`config.mk`:
```
export PLATFORM = sky130hd
export DESIGN_NAME = multicycle_ctrl
export DESIGN_NICKNAME = d
export VERILOG_FILES = /design/src/rtl/multicycle_ctrl_pkg.sv /design/src/rtl/multicycle_ctrl_decode.sv /design/src/rtl/multicycle_ctrl.sv
export SDC_FILE = /design/constraint.sdc
export NUM_CORES = 1
export LEC_CHECK = 0
export ABC_CLOCK_PERIOD_IN_PS = 3000
export BUFFER_PORTS_ARGS = -buffer_cell sky130_fd_sc_hd__buf_2
export CORE_MARGIN = 5
export CORE_UTILIZATION = 50
export DETAILED_ROUTE_END_ITERATION = 12
export PLACE_DENSITY_LB_ADDON = 0.3
export SETUP_SLACK_MARGIN = 0.15
export SYNTH_ARGS = -nofsm -noshare
export SYNTH_HDL_FRONTEND = slang
export SYNTH_SLANG_ARGS = --single-unit
```
`constraint.sdc`:
```
create_clock -name clk_i -period 3 [get_ports clk_i]
set_input_delay 0.45 -clock clk_i [delete_from_list [all_inputs] [get_ports clk_i]]
set_output_delay 0.45 -clock clk_i [all_outputs]
set_load 0.005 [all_outputs]
```
`src/rtl/multicycle_ctrl_pkg.sv`:
```
// Shared encodings for the multi-cycle MIPS-subset controller: states, opcodes,
// datapath select codes, the instruction-class index map and the control bundle.
package multicycle_ctrl_pkg;

  // State encoding (also exported on state_o for debug)
  typedef logic [3:0] state_t;
  localparam state_t S_IDLE     = 4'd0;
  localparam state_t S_FETCH    = 4'd1;
  localparam state_t S_DECODE   = 4'd2;
  localparam state_t S_MEM_ADDR = 4'd3;
  localparam state_t S_MEM_RD   = 4'd4;
  localparam state_t S_MEM_WB   = 4'd5;
  localparam state_t S_MEM_WR   = 4'd6;
  localparam state_t S_EXEC     = 4'd7;
  localparam state_t S_R_WB     = 4'd8;
  localparam state_t S_BRANCH   = 4'd9;
  localparam state_t S_JUMP     = 4'd10;
  localparam state_t S_IMM_EXEC = 4'd11;
  localparam state_t S_IMM_WB   = 4'd12;
  localparam state_t S_TRAP     = 4'd13;

  localparam logic [5:0] OP_RTYPE = 6'h00;
  localparam logic [5:0] OP_J     = 6'h02;
  localparam logic [5:0] OP_JAL   = 6'h03;
  localparam logic [5:0] OP_BEQ   = 6'h04;
  localparam logic [5:0] OP_BNE   = 6'h05;
  localparam logic [5:0] OP_ADDI  = 6'h08;
  localparam logic [5:0] OP_SLTI  = 6'h0A;
  localparam logic [5:0] OP_LW    = 6'h23;
  localparam logic [5:0] OP_SW    = 6'h2B;
  localparam logic [5:0] FUNCT_JR = 6'h08;

  localparam logic [3:0] ALU_ADD   = 4'd0;
  localparam logic [3:0] ALU_SUB   = 4'd1;
  localparam logic [3:0] ALU_RTYPE = 4'd2;
  localparam logic [3:0] ALU_SLT   = 4'd3;

  localparam logic [1:0] PC_SRC_ALU    = 2'd0;
  localparam logic [1:0] PC_SRC_ALUOUT = 2'd1;
  localparam logic [1:0] PC_SRC_JUMP   = 2'd2;
  localparam logic [1:0] PC_SRC_RS     = 2'd3;

  localparam logic [1:0] REG_DST_RT = 2'd0;
  localparam logic [1:0] REG_DST_RD = 2'd1;
  localparam logic [1:0] REG_DST_RA = 2'd2;

  localparam logic [1:0] M2R_ALUOUT = 2'd0;
  localparam logic [1:0] M2R_MDR    = 2'd1;
  localparam logic [1:0] M2R_PC     = 2'd2;

  localparam logic SRC_A_PC = 1'b0;
  localparam logic SRC_A_RS = 1'b1;

  localparam logic [1:0] SRC_B_RT      = 2'd0;
  localparam logic [1:0] SRC_B_FOUR    = 2'd1;
  localparam logic [1:0] SRC_B_SEXT    = 2'd2;
  localparam logic [1:0] SRC_B_SEXT_SH = 2'd3;

  // Bit positions of the instruction-class one-hot
  localparam int CL_R        = 0;
  localparam int CL_JR       = 1;
  localparam int CL_J        = 2;
  localparam int CL_JAL      = 3;
  localparam int CL_BEQ      = 4;
  localparam int CL_BNE      = 5;
  localparam int CL_ADDI     = 6;
  localparam int CL_SLTI     = 7;
  localparam int CL_LW       = 8;
  localparam int CL_SW       = 9;
  localparam int NUM_CLASSES = 10;

  typedef logic [NUM_CLASSES-1:0] iclass_t;

  typedef struct packed {
    logic       pc_write;
    logic [1:0] pc_src;
    logic       ir_write;
    logic       iord;
    logic       mem_read;
    logic       mem_write;
    logic       reg_write;
    logic [1:0] reg_dst;
    logic [1:0] mem_to_reg;
    logic       alu_src_a;
    logic [1:0] alu_src_b;
    logic [3:0] alu_op;
    logic       trap;
  } ctrl_t;

  // Opcode owned by each class that is identified by opcode alone
  function automatic logic [5:0] class_opcode(input int idx);
    case (idx)
      CL_J:    class_opcode = OP_J;
      CL_JAL:  class_opcode = OP_JAL;
      CL_BEQ:  class_opcode = OP_BEQ;
      CL_BNE:  class_opcode = OP_BNE;
      CL_ADDI: class_opcode = OP_ADDI;
      CL_SLTI: class_opcode = OP_SLTI;
      CL_LW:   class_opcode = OP_LW;
      CL_SW:   class_opcode = OP_SW;
      default: class_opcode = OP_RTYPE;
    endcase
  endfunction

endpackage

```
`src/rtl/multicycle_ctrl_decode.sv`:
```
// Combinational opcode/funct classifier: one-hot instruction class plus an
// illegal flag when no supported instruction matches.
module multicycle_ctrl_decode
  import multicycle_ctrl_pkg::*;
(
  input  logic [5:0] opcode,
  input  logic [5:0] funct,
  output iclass_t    iclass,
  output logic       illegal
);

  // Opcode 0 splits on funct: jr is a jump, everything else is an ALU op
  assign iclass[CL_R]  = (opcode == OP_RTYPE) && (funct != FUNCT_JR);
  assign iclass[CL_JR] = (opcode == OP_RTYPE) && (funct == FUNCT_JR);

  genvar gi;
  generate
    for (gi = CL_J; gi < NUM_CLASSES; gi++) begin : g_op_match
      assign iclass[gi] = (opcode == class_opcode(gi));
    end
  endgenerate

  assign illegal = ~|iclass;

endmodule

```
`src/rtl/multicycle_ctrl.sv`:
```
// Multi-cycle MIPS-subset controller: FSM sequencing fetch/decode/execute with
// memory-ready stalls and a sticky illegal-opcode trap.
// Optional MULTICYCLE_CTRL_PERF_EN adds cycle_cnt_o / instr_cnt_o counters.
module multicycle_ctrl
  import multicycle_ctrl_pkg::*;
(
  input  logic        clk_i,
  input  logic        rst_i,
  input  logic [5:0]  opcode_i,
  input  logic [5:0]  funct_i,
  input  logic        alu_zero_i,
  input  logic        mem_ready_i,
  output logic        pc_write_o,
  output logic [1:0]  pc_src_o,
  output logic        ir_write_o,
  output logic        iord_o,
  output logic        mem_read_o,
  output logic        mem_write_o,
  output logic        reg_write_o,
  output logic [1:0]  reg_dst_o,
  output logic [1:0]  mem_to_reg_o,
  output logic        alu_src_a_o,
  output logic [1:0]  alu_src_b_o,
  output logic [3:0]  alu_op_o,
  output logic        trap_o,
  output logic [3:0]  state_o
`ifdef MULTICYCLE_CTRL_PERF_EN
  ,
  output logic [31:0] cycle_cnt_o,
  output logic [31:0] instr_cnt_o
`endif
);

  state_t  state_reg, state_next;
  iclass_t dec_class, cls_reg;
  logic    dec_illegal;
  ctrl_t   ctrl;

  multicycle_ctrl_decode u_decode (
    .opcode  (opcode_i),
    .funct   (funct_i),
    .iclass  (dec_class),
    .illegal (dec_illegal)
  );

  // The class is captured leaving DECODE so later states do not depend on IR timing
  always_ff @(posedge clk_i or posedge rst_i) begin
    if (rst_i) begin
      state_reg <= S_IDLE;
      cls_reg   <= '0;
    end else begin
      state_reg <= state_next;
      if (state_reg == S_DECODE) begin
        cls_reg <= dec_class;
      end
    end
  end

  always_comb begin
    state_next = state_reg;
    case (state_reg)
      S_IDLE:     state_next = S_FETCH;
      S_FETCH:    if (mem_ready_i) state_next = S_DECODE;
      S_DECODE: begin
        if (dec_illegal)
          state_next = S_TRAP;
        else if (dec_class[CL_LW] || dec_class[CL_SW])
          state_next = S_MEM_ADDR;
        else if (dec_class[CL_R])
          state_next = S_EXEC;
        else if (dec_class[CL_JR] || dec_class[CL_J] || dec_class[CL_JAL])
          state_next = S_JUMP;
        else if (dec_class[CL_BEQ] || dec_class[CL_BNE])
          state_next = S_BRANCH;
        else
          state_next = S_IMM_EXEC;
      end
      S_MEM_ADDR: state_next = cls_reg[CL_LW] ? S_MEM_RD : S_MEM_WR;
      S_MEM_RD:   if (mem_ready_i) state_next = S_MEM_WB;
      S_MEM_WB:   state_next = S_FETCH;
      S_MEM_WR:   if (mem_ready_i) state_next = S_FETCH;
      S_EXEC:     state_next = S_R_WB;
      S_R_WB:     state_next = S_FETCH;
      S_BRANCH:   state_next = S_FETCH;
      S_JUMP:     state_next = S_FETCH;
      S_IMM_EXEC: state_next = S_IMM_WB;
      S_IMM_WB:   state_next = S_FETCH;
      S_TRAP:     state_next = S_TRAP;
      default:    state_next = S_IDLE;
    endcase
  end

  // Moore decode; only FETCH (mem_ready) and BRANCH (alu_zero) look at live inputs
  always_comb begin
    ctrl = '0;
    case (state_reg)
      S_FETCH: begin
        ctrl.mem_read  = 1'b1;
        ctrl.iord      = 1'b0;
        ctrl.alu_src_a = SRC_A_PC;
        ctrl.alu_src_b = SRC_B_FOUR;
        ctrl.alu_op    = ALU_ADD;
        ctrl.pc_src    = PC_SRC_ALU;
        ctrl.ir_write  = mem_ready_i;
        ctrl.pc_write  = mem_ready_i;
      end
      S_DECODE: begin
        ctrl.alu_src_a = SRC_A_PC;
        ctrl.alu_src_b = SRC_B_SEXT_SH;
        ctrl.alu_op    = ALU_ADD;
      end
      S_MEM_ADDR: begin
        ctrl.alu_src_a = SRC_A_RS;
        ctrl.alu_src_b = SRC_B_SEXT;
        ctrl.alu_op    = ALU_ADD;
      end
      S_MEM_RD: begin
        ctrl.iord     = 1'b1;
        ctrl.mem_read = 1'b1;
      end
      S_MEM_WB: begin
        ctrl.reg_write  = 1'b1;
        ctrl.reg_dst    = REG_DST_RT;
        ctrl.mem_to_reg = M2R_MDR;
      end
      S_MEM_WR: begin
        ctrl.iord      = 1'b1;
        ctrl.mem_write = 1'b1;
      end
      S_EXEC: begin
        ctrl.alu_src_a = SRC_A_RS;
        ctrl.alu_src_b = SRC_B_RT;
        ctrl.alu_op    = ALU_RTYPE;
      end
      S_R_WB: begin
        ctrl.reg_write  = 1'b1;
        ctrl.reg_dst    = REG_DST_RD;
        ctrl.mem_to_reg = M2R_ALUOUT;
      end
      S_BRANCH: begin
        ctrl.alu_src_a = SRC_A_RS;
        ctrl.alu_src_b = SRC_B_RT;
        ctrl.alu_op    = ALU_SUB;
        ctrl.pc_src    = PC_SRC_ALUOUT;
        ctrl.pc_write  = (cls_reg[CL_BEQ] & alu_zero_i) | (cls_reg[CL_BNE] & ~alu_zero_i);
      end
      S_JUMP: begin
        ctrl.pc_write = 1'b1;
        ctrl.pc_src   = cls_reg[CL_JR] ? PC_SRC_RS : PC_SRC_JUMP;
        if (cls_reg[CL_JAL]) begin
          ctrl.reg_write  = 1'b1;
          ctrl.reg_dst    = REG_DST_RA;
          ctrl.mem_to_reg = M2R_PC;
        end
      end
      S_IMM_EXEC: begin
        ctrl.alu_src_a = SRC_A_RS;
        ctrl.alu_src_b = SRC_B_SEXT;
        ctrl.alu_op    = cls_reg[CL_SLTI] ? ALU_SLT : ALU_ADD;
      end
      S_IMM_WB: begin
        ctrl.reg_write  = 1'b1;
        ctrl.reg_dst    = REG_DST_RT;
        ctrl.mem_to_reg = M2R_ALUOUT;
      end
      S_TRAP:  ctrl.trap = 1'b1;
      default: ctrl = '0;
    endcase
  end

  // Classes that only steer DECODE dispatch, never a later state
  logic unused_cls;
  assign unused_cls = ^{cls_reg[CL_R], cls_reg[CL_J], cls_reg[CL_ADDI], cls_reg[CL_SW]};

  assign pc_write_o   = ctrl.pc_write;
  assign pc_src_o     = ctrl.pc_src;
  assign ir_write_o   = ctrl.ir_write;
  assign iord_o       = ctrl.iord;
  assign mem_read_o   = ctrl.mem_read;
  assign mem_write_o  = ctrl.mem_write;
  assign reg_write_o  = ctrl.reg_write;
  assign reg_dst_o    = ctrl.reg_dst;
  assign mem_to_reg_o = ctrl.mem_to_reg;
  assign alu_src_a_o  = ctrl.alu_src_a;
  assign alu_src_b_o  = ctrl.alu_src_b;
  assign alu_op_o     = ctrl.alu_op;
  assign trap_o       = ctrl.trap;
  assign state_o      = state_reg;

`ifdef MULTICYCLE_CTRL_PERF_EN
  logic [31:0] cycle_cnt_reg, instr_cnt_reg;

  // FETCH self-loops are stalls, not new instructions
  always_ff @(posedge clk_i or posedge rst_i) begin
    if (rst_i) begin
      cycle_cnt_reg <= '0;
      instr_cnt_reg <= '0;
    end else begin
      if (state_reg != S_TRAP) begin
        cycle_cnt_reg <= cycle_cnt_reg + 32'd1;
      end
      if (state_next == S_FETCH && state_reg != S_IDLE && state_reg != S_FETCH) begin
        instr_cnt_reg <= instr_cnt_reg + 32'd1;
      end
    end
  end

  assign cycle_cnt_o = cycle_cnt_reg;
  assign instr_cnt_o = instr_cnt_reg;
`endif

endmodule
```
==> results.json, run 1 <==
{
  "cts.path.max_buffers": 2,
  "ir_worst_vdd_v": 0.000490,
  "holdWs_ps": 141,
  "gp_congestion": 0.909,
  "path_buf_inv": 1,
  "avgSynthCellArea_um2": 7.42,
  "dp_hpwl_um": 1820,
  "initial_core_util_pct": 52.2,
  "seq_power_share_pct": 36.7,
  "cts.repair.resized": 0,
  "die_x_um": 52.2,
  "slew_headroom_pct": 60.6,
  "syn_to_final_growth_pct": 21.9,
  "intPower_uw": 509,
  "cp_max_fo": 20,
  "routedWlPerCell_um": 13.3,
  "slew_viol_final": 0,
  "largest_reg_flops": 6,
  "numCtsBuffers": 3,
  "wl_met3_um": 148,
  "max_stage_delay_ps": 690,
  "post-cts-setup-buffers": 0,
  "cts_tree": "done",
  "power.switching_uw": 419,
  "final_common_cell": "buf_2",
  "synth.cell_area_um2": 891,
  "arrival_ps": 1770,
  "setup_tns_ps": 0,
  "power.density_mw_per_mm2": 854,
  "syn_inst": 120,
  "fillers": 159,
  "antennaDiodeCount": 0,
  "drive_above_1_share_pct": 30.2,
  "fmax_mhz": 451,
  "regArea_um2": 250,
  "ys_seq_area_share_pct": 28.1,
  "rows": 15,
  "cts_root_buf": "clkbuf_4",
  "status": "finished clean",
  "tightest_slew_ps": 590,
  "place_area_mm2": 0.00105,
  "port_buffers": 37,
  "io_pins": 40,
  "first_pass_iters": 6,
  "synth_seq_cells": 10,
  "die-area_mm2": 0.00273,
  "remaining_drc_errors": 0,
  "htree_levels": 1,
  "core-area_mm2": 0.00171,
  "worstSkewPairLatency_ps": 270,
  "fin_area_mm2": 0.00109,
  "path_class": "reg2out",
  "first_iter_violations": 29,
  "hold_path_class": "in2async",
  "p_leak_nw": 0.523,
  "mostFrequentLayoutCells": "buf_2, nand2_1, dfrtp_1, nor2_1, nor2b_1",
  "grt_usage_pct": 18.7,
  "wl_met2_um": 1190,
  "vias": 988,
  "cap_violations": 0,
  "critPathSlowestCell": "dfrtp_1",
  "synth.distinct_cells": 37,
  "wirelength_um": 2320,
  "start_kind": "flop",
  "grt_antenna_before_repair": 0,
  "cp.required_ps": 2550,
  "p_clk_share_pct": 13.6,
  "multi_input_area_um2": 564,
  "grt_max_degree": 23,
  "grt_pass1_vias": 888,
  "p_sw_share_pct": 45.1,
  "grt_overflow": 0,
  "drtAntennaViolNets": 0,
  "rsz0062_at_grt": "no",
  "clk_pin_slew_worst_paths_ps": 70,
  "p_comb_share_pct": 49.8,
  "finClkSkew_ps": 1.04,
  "grt_first_pass_wirelength_um": 3840,
  "hold_viol": 0,
  "finalCritPeriodShare_pct": 74.0,
  "crit_family": "flip-flops",
  "end_kind": "output port",
  "die_y_um": 52.2,
  "p_total_uw": 928,
  "wl_met1_um": 969,
  "viasPerCell": 5.68,
  "highest_layer": "met4",
  "cts_sinks": 10,
  "yosysWarningCount": 0,
  "num-nets-final": 166,
  "finalCriticalPeriod_ps": 2220,
  "holdBufCountCts": 0,
  "finalSetupViolCount": 0,
  "crit_chain": "nor2b_1 -> nand2_1 -> nor3_1 -> o21bai_1 -> buf_2"
}
[layer usage]
layer	vias to the layer above	track usage [%]
li1	483	-
met1	464	22.6
met4	0	4.68
met2	37	32.4
met5	-	0
met3	4	5.41
[synth_stat cells, drive strengths merged]
cell type  instances  share of area, %
a221o              1               1.1
buf                5               3.5
mux2               2               2.5
nor3b              1              0.84
nor2b              9               6.3
o22ai              1              0.70
conb               1              0.42
and2               1              0.70
nor3               7               3.9
a32oi              1              0.98
mux2i              1               1.1
a211oi             2               1.7
inv                5               2.1
nand4b             1              0.98
dfrtp             10                28
or4                1               1.3
o21ai              6               3.4
o31ai              5               4.2
nand2b             5               4.4
a21oi              8               4.5
a31oi              3               2.1
o21bai             1              0.84
nand3b             1              0.84
or3                3               2.1
nand2             12               5.1
xnor2              1              0.98
a21o               2               1.7
nor2               9               3.8
and4b              1               1.1
a32o               1               1.1
o21a               1              0.84
nand4              2               1.4
nor4b              2               2.0
clkbuf             8               3.4
[area by class of cell]
class	count	area share, %
multi-input combinational	93	52.0
clock buffer	4	3.34
sequential	10	23.0
timing repair buffer	37	17.1
tap	25	2.88
inverter	5	1.73
[power by group through the flow]
stage                     combinational [mW]  clock (mW)  sequential (mW)
after detailed placement               0.467           0            0.343
after floorplan                        0.410           0            0.230
after global placement                 0.458           0            0.333
final                                  0.462       0.126            0.340
after global routing                   0.522       0.134            0.368
after CTS                              0.469       0.126            0.340
[through the flow]
| stage | utilization, % | cells | setup WS [ps] |
|---|---|---|---|
| 5_1_grt | 63.6 | 174 | 584 |
| 2_1_floorplan | - | 121 | 1230 |
| 6_report | 63.6 | 174 | 781 |
| 3_3_place_gp | 61.5 | 170 | 1080 |
| 3_5_place_dp | 61.5 | 170 | 1050 |
| 4_1_cts | 63.6 | 174 | 777 |
[kinds of logic after synthesis]
family | Yosys count | synth area share, %
XOR/XNOR | 1 | 0.983
buffers and inverters | 18 | 8.99
AND/OR/NAND/NOR | 55 | 34.7
multiplexers | 3 | 3.65
flip-flops | 10 | 28.1
other | 1 | 0.421
AO/OA/AOI/OAI | 32 | 23.2
[path summary, 6_finish.rpt]
kind                                           to                    from  slack [ps]  cells after the start
min in group clk_i         cls_reg[8]$_DFFE_PP0P_             opcode_i[3]         430                      2
max reg2reg                cls_reg[3]$_DFFE_PP0P_  state_o[1]$_DFFE_PP0P_        1010                      4
max                                    pc_write_o  state_o[0]$_DFFE_PP0P_         780                      5
min reg2reg                cls_reg[4]$_DFFE_PP0P_  cls_reg[4]$_DFFE_PP0P_         490                      2
max in group asynchronous  cls_reg[1]$_DFFE_PP0P_                   rst_i        2590                      2
min                        cls_reg[4]$_DFFE_PP0P_                   rst_i         140                      2
No activity file was read; power rests on OpenSTA's default activity.
==> run 2, diff against run 1 <==
--- a/config.mk
+++ b/config.mk
@@ -5,10 +5,11 @@
 export SDC_FILE = /design/constraint.sdc
 export NUM_CORES = 1
 export LEC_CHECK = 0
-export ABC_CLOCK_PERIOD_IN_PS = 3000
+export ABC_AREA = 1
+export ABC_CLOCK_PERIOD_IN_PS = 1840
 export BUFFER_PORTS_ARGS = -buffer_cell sky130_fd_sc_hd__buf_2
 export CORE_MARGIN = 5
-export CORE_UTILIZATION = 50
+export CORE_UTILIZATION = 41
 export DETAILED_ROUTE_END_ITERATION = 12
 export PLACE_DENSITY_LB_ADDON = 0.3
 export SETUP_SLACK_MARGIN = 0.15
==> constraint.sdc (replaced) <==
create_clock -name clk_i -period 1.84 [get_ports clk_i]
set_input_delay 0.276 -clock clk_i [delete_from_list [all_inputs] [get_ports clk_i]]
set_output_delay 0.276 -clock clk_i [all_outputs]
set_load 0.005 [all_outputs]
==> results.json, run 2 <==
{
  "dp_hpwl_um": 1920,
  "cap_violations": 0,
  "hold_viol": 0,
  "avgSynthCellArea_um2": 6.18,
  "die_y_um": 56.3,
  "port_buffers": 37,
  "synth_most_common_cell": "nand2_1",
  "ir_worst_vdd_v": 0.000193,
  "setup_ws_ps": 142,
  "p_leak_nw": 0.692,
  "syn_inst": 142,
  "io_pins": 40,
  "hold_path_class": "in2reg",
  "intPower_uw": 360,
  "place_ws_ps": 369,
  "die-area_mm2": 0.00316,
  "die_x_um": 56.3,
  "seq_power_share_pct": 47.0,
  "synth.distinct_cells": 23,
  "synth_edf_count": 0,
  "rsz0062_at_grt": "yes",
  "path_class": "reg2out",
  "slew_viol_final": 0,
  "layoutNonFillerInstCount": 215,
  "routedWlPerCell_um": 11.2,
  "arrival_ps": 1420,
  "cp_max_fo": 4,
  "finClkSkew_ps": 0.454,
  "status": "finished clean",
  "clk_pin_slew_worst_paths_ps": 70,
  "p_comb_share_pct": 11.0,
  "place_inst": 204,
  "first_iter_violations": 10,
  "finalCriticalPeriod_ps": 1700,
  "finalSetupViolCount": 0,
  "synth_top_cell_area_share_pct": 28.5,
  "grt_first_pass_wirelength_um": 3840,
  "initial_core_util_pct": 43.8,
  "mostFrequentLayoutCells": "nand2_1, buf_2, inv_1, o21ai_1",
  "ys_top_cells_by_area": "dfrtp_1, nand2_1, inv_1",
  "holdWs_ps": 298,
  "numCtsBuffers": 3,
  "yosys_most_used_dff": "dfrtp_1",
  "num-nets-final": 205,
  "power.switching_uw": 107,
  "htree_levels": 1,
  "viasPerCell": 4.85,
  "p_sw_share_pct": 22.9,
  "drtAntennaViolNets": 0,
  "ys_seq_area_share_pct": 28.5,
  "gp_congestion": 0.860,
  "cts_tree": "done",
  "synth_seq_cells": 10,
  "grt_overflow": 0,
  "worstSkewPairLatency_ps": 260,
  "antennaDiodeCount": 0,
  "setup_tns_ps": 0,
  "wirelength_um": 2410,
  "grt_max_degree": 11,
  "cts_root_buf": "clkbuf_4",
  "grt_antenna_before_repair": 0,
  "end_kind": "output port",
  "finalCritPeriodShare_pct": 92.3,
  "cp_common_cell": "nor2_4",
  "ff2ff_path_depth": 7,
  "core-area_mm2": 0.00200,
  "min_delay_path_depth": 3,
  "cts_sinks": 10,
  "syn_to_final_growth_pct": 38.2,
  "power.density_mw_per_mm2": 385,
  "fin_util_pct": 60.6,
  "grt_pass1_vias": 926,
  "synth_top_area_cell": "dfrtp_1",
  "fillers": 196,
  "first_pass_iters": 4,
  "synth.cell_area_um2": 877,
  "asyncSetResetFlopFracSynth_pct": 100,
  "critPathSlowestCell": "dfrtp_2",
  "vias": 1042,
  "crit_chain": "inv_2 -> nor2_4 -> inv_4 -> nor2_4 -> inv_4 -> nor2_4 -> a21oi_1 -> nand2_1 -> buf_2",
  "cp.required_ps": 1560,
  "largest_reg_flops": 6,
  "cts.path.max_buffers": 2,
  "yosysWarningCount": 0,
  "p_clk_share_pct": 42.0,
  "fmax_mhz": 589,
  "synth.top_cells.by_count": "nand2_1, inv_1, nor2_1, dfrtp_1",
  "remaining_drc_errors": 0,
  "drive_above_1_share_pct": 43.1,
  "start_kind": "flop",
  "max_stage_delay_ps": 400,
  "grt_usage_pct": 14.8,
  "rows": 16
}
run 2: power groups by stage:
stage          clock network (mW)  registers (mW)  logic (mW)
3_5_place_dp                    0           0.224      0.0492
2_1_floorplan                   0           0.224      0.0274
6_report                    0.196           0.220      0.0512
4_1_cts                     0.204           0.220      0.0509
5_1_grt                     0.212           0.219      0.0583
3_3_place_gp                    0           0.224      0.0477
run 2: final timing paths:
path	slack, ps	start	to
worst max-delay path	140	state_o[0]$_DFFE_PP0P_	pc_write_o
worst min-delay path	300	opcode_i[1]	cls_reg[7]$_DFFE_PP0P_
worst max register to register	480	state_o[1]$_DFFE_PP0P_	state_o[1]$_DFFE_PP0P_
worst min register to register	500	cls_reg[4]$_DFFE_PP0P_	cls_reg[4]$_DFFE_PP0P_
max in group asynchronous	1010	rst_i	state_o[3]$_DFFE_PP0P_
min in group asynchronous	530	rst_i	cls_reg[3]$_DFFE_PP0P_
run 2: routing by layer:
metal  GRT usage (%)  wire length, um  up-vias
li1                -                -      532
met1            17.7              992      472
met2            25.0             1210       36
met3            2.98              172        2
met4            7.12               28        0
met5               0                0        -
run 2: repair_timing:
item,CTS,global route
endpoints found under the hold margin,10,0
setup endpoints to repair,8,11
pin swaps,1,3
setup buffers,0,6
hold buffers,1,0
resized for setup,5,14
run 2: logic make-up (layout without fill, tap and decap cells):
group / Yosys count / after routing / synth area share (%)
simple gates: 79 / 79 / 42.4
compound gates: 21 / 21 / 13.3
buf+inv: 31 / 76 / 15.4
other cells: 1 / 2 / 0.428
flops: 10 / 10 / 28.5
run 2: stage by stage:
stage / power, mW / instance area, um2
floorplan: 0.251 / 881
global placement: 0.272 / 1070
detailed placement: 0.273 / 1070
CTS: 0.474 / 1130
global route: 0.490 / 1210
finish: 0.467 / 1210
run 2: final cells by class:
class	count	area (um2)	area share, %
sequential	10	255	21.1
clock buffer	4	36.3	2.99
multi-input combinational	102	533	44.0
timing repair buffer	45	248	20.4
tap	27	33.8	2.79
inverter	27	106	8.77
run 2: worst max-delay path: cells and delay by family (launching register included):
family          cells  cell delay [ps]
simple gates        4              420
flops               1              400
buf+inv             4              290
compound gates      1               50
==> run 3, diff against run 2 <==
--- a/config.mk
+++ b/config.mk
@@ -7,7 +7,7 @@
 export LEC_CHECK = 0
 export ABC_AREA = 1
 export ABC_CLOCK_PERIOD_IN_PS = 1840
-export BUFFER_PORTS_ARGS = -buffer_cell sky130_fd_sc_hd__buf_2
+export BUFFER_PORTS_ARGS = -buffer_cell sky130_fd_sc_hd__clkbuf_2
 export CORE_MARGIN = 5
 export CORE_UTILIZATION = 41
 export DETAILED_ROUTE_END_ITERATION = 12
==> results.json, run 3 (same netlist as run 2, synthesis figures left out) <==
{
  "status": "finished clean",
  "cts_tree": "done",
  "multi_input_area_um2": 546,
  "timing.rr.start": "state_o[2]$_DFFE_PP0P_",
  "drtAntennaViolNets": 0,
  "slew_viol_final": 0,
  "crit_family": "flip-flops",
  "ff2ff_path_depth": 8,
  "drive_above_1_share_pct": 43.9,
  "initial_core_util_pct": 43.8,
  "htree_levels": 1,
  "setup_tns_ps": 0,
  "final_common_cell": "nand2_1",
  "worstSkewPairLatency_ps": 260,
  "fillers": 184,
  "grt_pass1_vias": 972,
  "viasPerCell": 4.86,
  "finalSetupViolCount": 0,
  "hold_viol": 0,
  "first_pass_iters": 4,
  "grt_usage_pct": 16.0,
  "p_total_uw": 420,
  "rsz0062_at_grt": "yes",
  "ir_worst_vdd_v": 0.000181,
  "mostFrequentLayoutCells": "nand2_1, clkbuf_2, inv_1, o21ai_1",
  "place_area_mm2": 0.00107,
  "startpoint": "state_o[0]$_DFFE_PP0P_",
  "path_buf_inv": 4,
  "die-area_mm2": 0.00316,
  "antennaDiodeCount": 0,
  "grt_first_pass_wirelength_um": 4030,
  "cts.path.max_buffers": 2,
  "arrival_ps": 1450,
  "cts_root_buf": "clkbuf_4",
  "crit_chain": "inv_4 -> nor2_4 -> inv_4 -> nor2_4 -> inv_2 -> nor2_2 -> a21oi_1 -> nand2_1 -> clkbuf_2",
  "cp_max_fo": 6,
  "io_pins": 40,
  "num-nets-final": 205,
  "cts_sinks": 10,
  "vias": 1040,
  "cp.required_ps": 1560,
  "end_kind": "output port",
  "layoutNonFillerInstCount": 214,
  "min-delay-start": "opcode_i[1]",
  "fin_area_mm2": 0.00122,
  "max_stage_delay_ps": 430,
  "routedWlPerCell_um": 12.3,
  "min_delay_path_depth": 3,
  "dp_hpwl_um": 1990,
  "remaining_drc_errors": 0,
  "syn_to_final_growth_pct": 38.8,
  "gp_congestion": 0.848,
  "regArea_um2": 255,
  "hold-path-endpoint": "cls_reg[7]$_DFFE_PP0P_",
  "finClkSkew_ps": 0.727,
  "finalCriticalPeriod_ps": 1730,
  "wirelength_um": 2640,
  "die_y_um": 56.3,
  "core-area_mm2": 0.00200,
  "critPathSlowestCell": "dfrtp_2",
  "start_kind": "flop",
  "rrSetupSlack_ps": 450,
  "place_inst": 204,
  "finalCritPeriodShare_pct": 93.9,
  "grt_antenna_before_repair": 0,
  "clk_pin_slew_worst_paths_ps": 60,
  "path_class": "reg2out",
  "grt_overflow": 0,
  "numCtsBuffers": 3,
  "first_iter_violations": 19,
  "largest_reg_flops": 6,
  "die_x_um": 56.3,
  "p_leak_nw": 0.684,
  "rows": 16,
  "cap_violations": 0,
  "hold_path_class": "in2reg",
  "power.density_mw_per_mm2": 345,
  "grt_max_degree": 11,
  "port_buffers": 37,
  "rr_endpoint": "state_o[0]$_DFFE_PP0P_",
  "fmax_mhz": 579
}
[run 3: cell types whose count changed in the layout (fill, tap and decap cells not counted)]
cell | before | now
buf_2 | 37 | 1
clkbuf_2 | 0 | 36
buf_4 | 7 | 6
buf_6 | 0 | 1
clkbuf_8 | 1 | 0
inv_2 | 7 | 6
inv_4 | 2 | 3
nand3_1 | 9 | 8
nand3_2 | 2 | 3
nor2_1 | 9 | 8
nor2_4 | 7 | 8
[run 3: worst max-delay path by stage]
stage / end / slack [ps] / cells after the start
2_1_floorplan: reg_dst_o[1] / 450 / 7
3_3_place_gp: pc_write_o / 400 / 8
3_5_place_dp: alu_src_a_o / 330 / 7
4_1_cts: reg_dst_o[1] / 110 / 6
5_1_grt: pc_write_o / 40 / 8
6_report: pc_write_o / 110 / 9
[run 3: layout make-up]
| type | instances | area share (%) |
|---|---|---|
| repair buffers | 45 | 20.7 |
| multi-input cells | 102 | 44.8 |
| clock buffers | 3 | 1.85 |
| inverters | 27 | 8.94 |
| flip-flops and latches | 10 | 21.0 |
| well taps | 27 | 2.77 |
[run 3: stage by stage]
step           util, %  hold slack, ps  worst slack, ps
6_report          60.8             301              111
5_1_grt           60.8             299             36.8
4_1_cts           57.2             288              110
3_5_place_dp      53.6             263              329
3_3_place_gp      53.6             260              398
2_1_floorplan        -             116              447
[run 3: power by group]
part	internal [mW]	leakage, nW	switching, mW	total [mW]
clock	0.0756	0.0138	0.0744	0.150
sequential	0.220	0.0901	0	0.220
combinational	0.0204	0.580	0.0303	0.0506
[run 3: what timing repair did]
item | 4_1_cts | 5_1_grt
hold buffers | 1 | 0
buffers inserted | 3 | 3
gates resized for setup | 7 | 18
pin swaps | 0 | 5
endpoints found under the setup margin | 10 | 12
endpoints found under the hold margin | 10 | 0
[run 3: routing by layer]
| metal | track usage (%) | vias to the layer above | routed length [um] |
|---|---|---|---|
| met3 | 2.75 | 6 | 142 |
| li1 | - | 529 | - |
| met1 | 17.5 | 457 | 1110 |
| met5 | 0 | - | 0 |
| met2 | 28.7 | 48 | 1340 |
| met4 | 8.81 | 0 | 51 |
[run 3: worst min-delay path, delay by kind of cell]
kind | cells | cell delay (ps)
buf+inv | 1 | 120
simple gates | 1 | 70
compound gates | 1 | 60
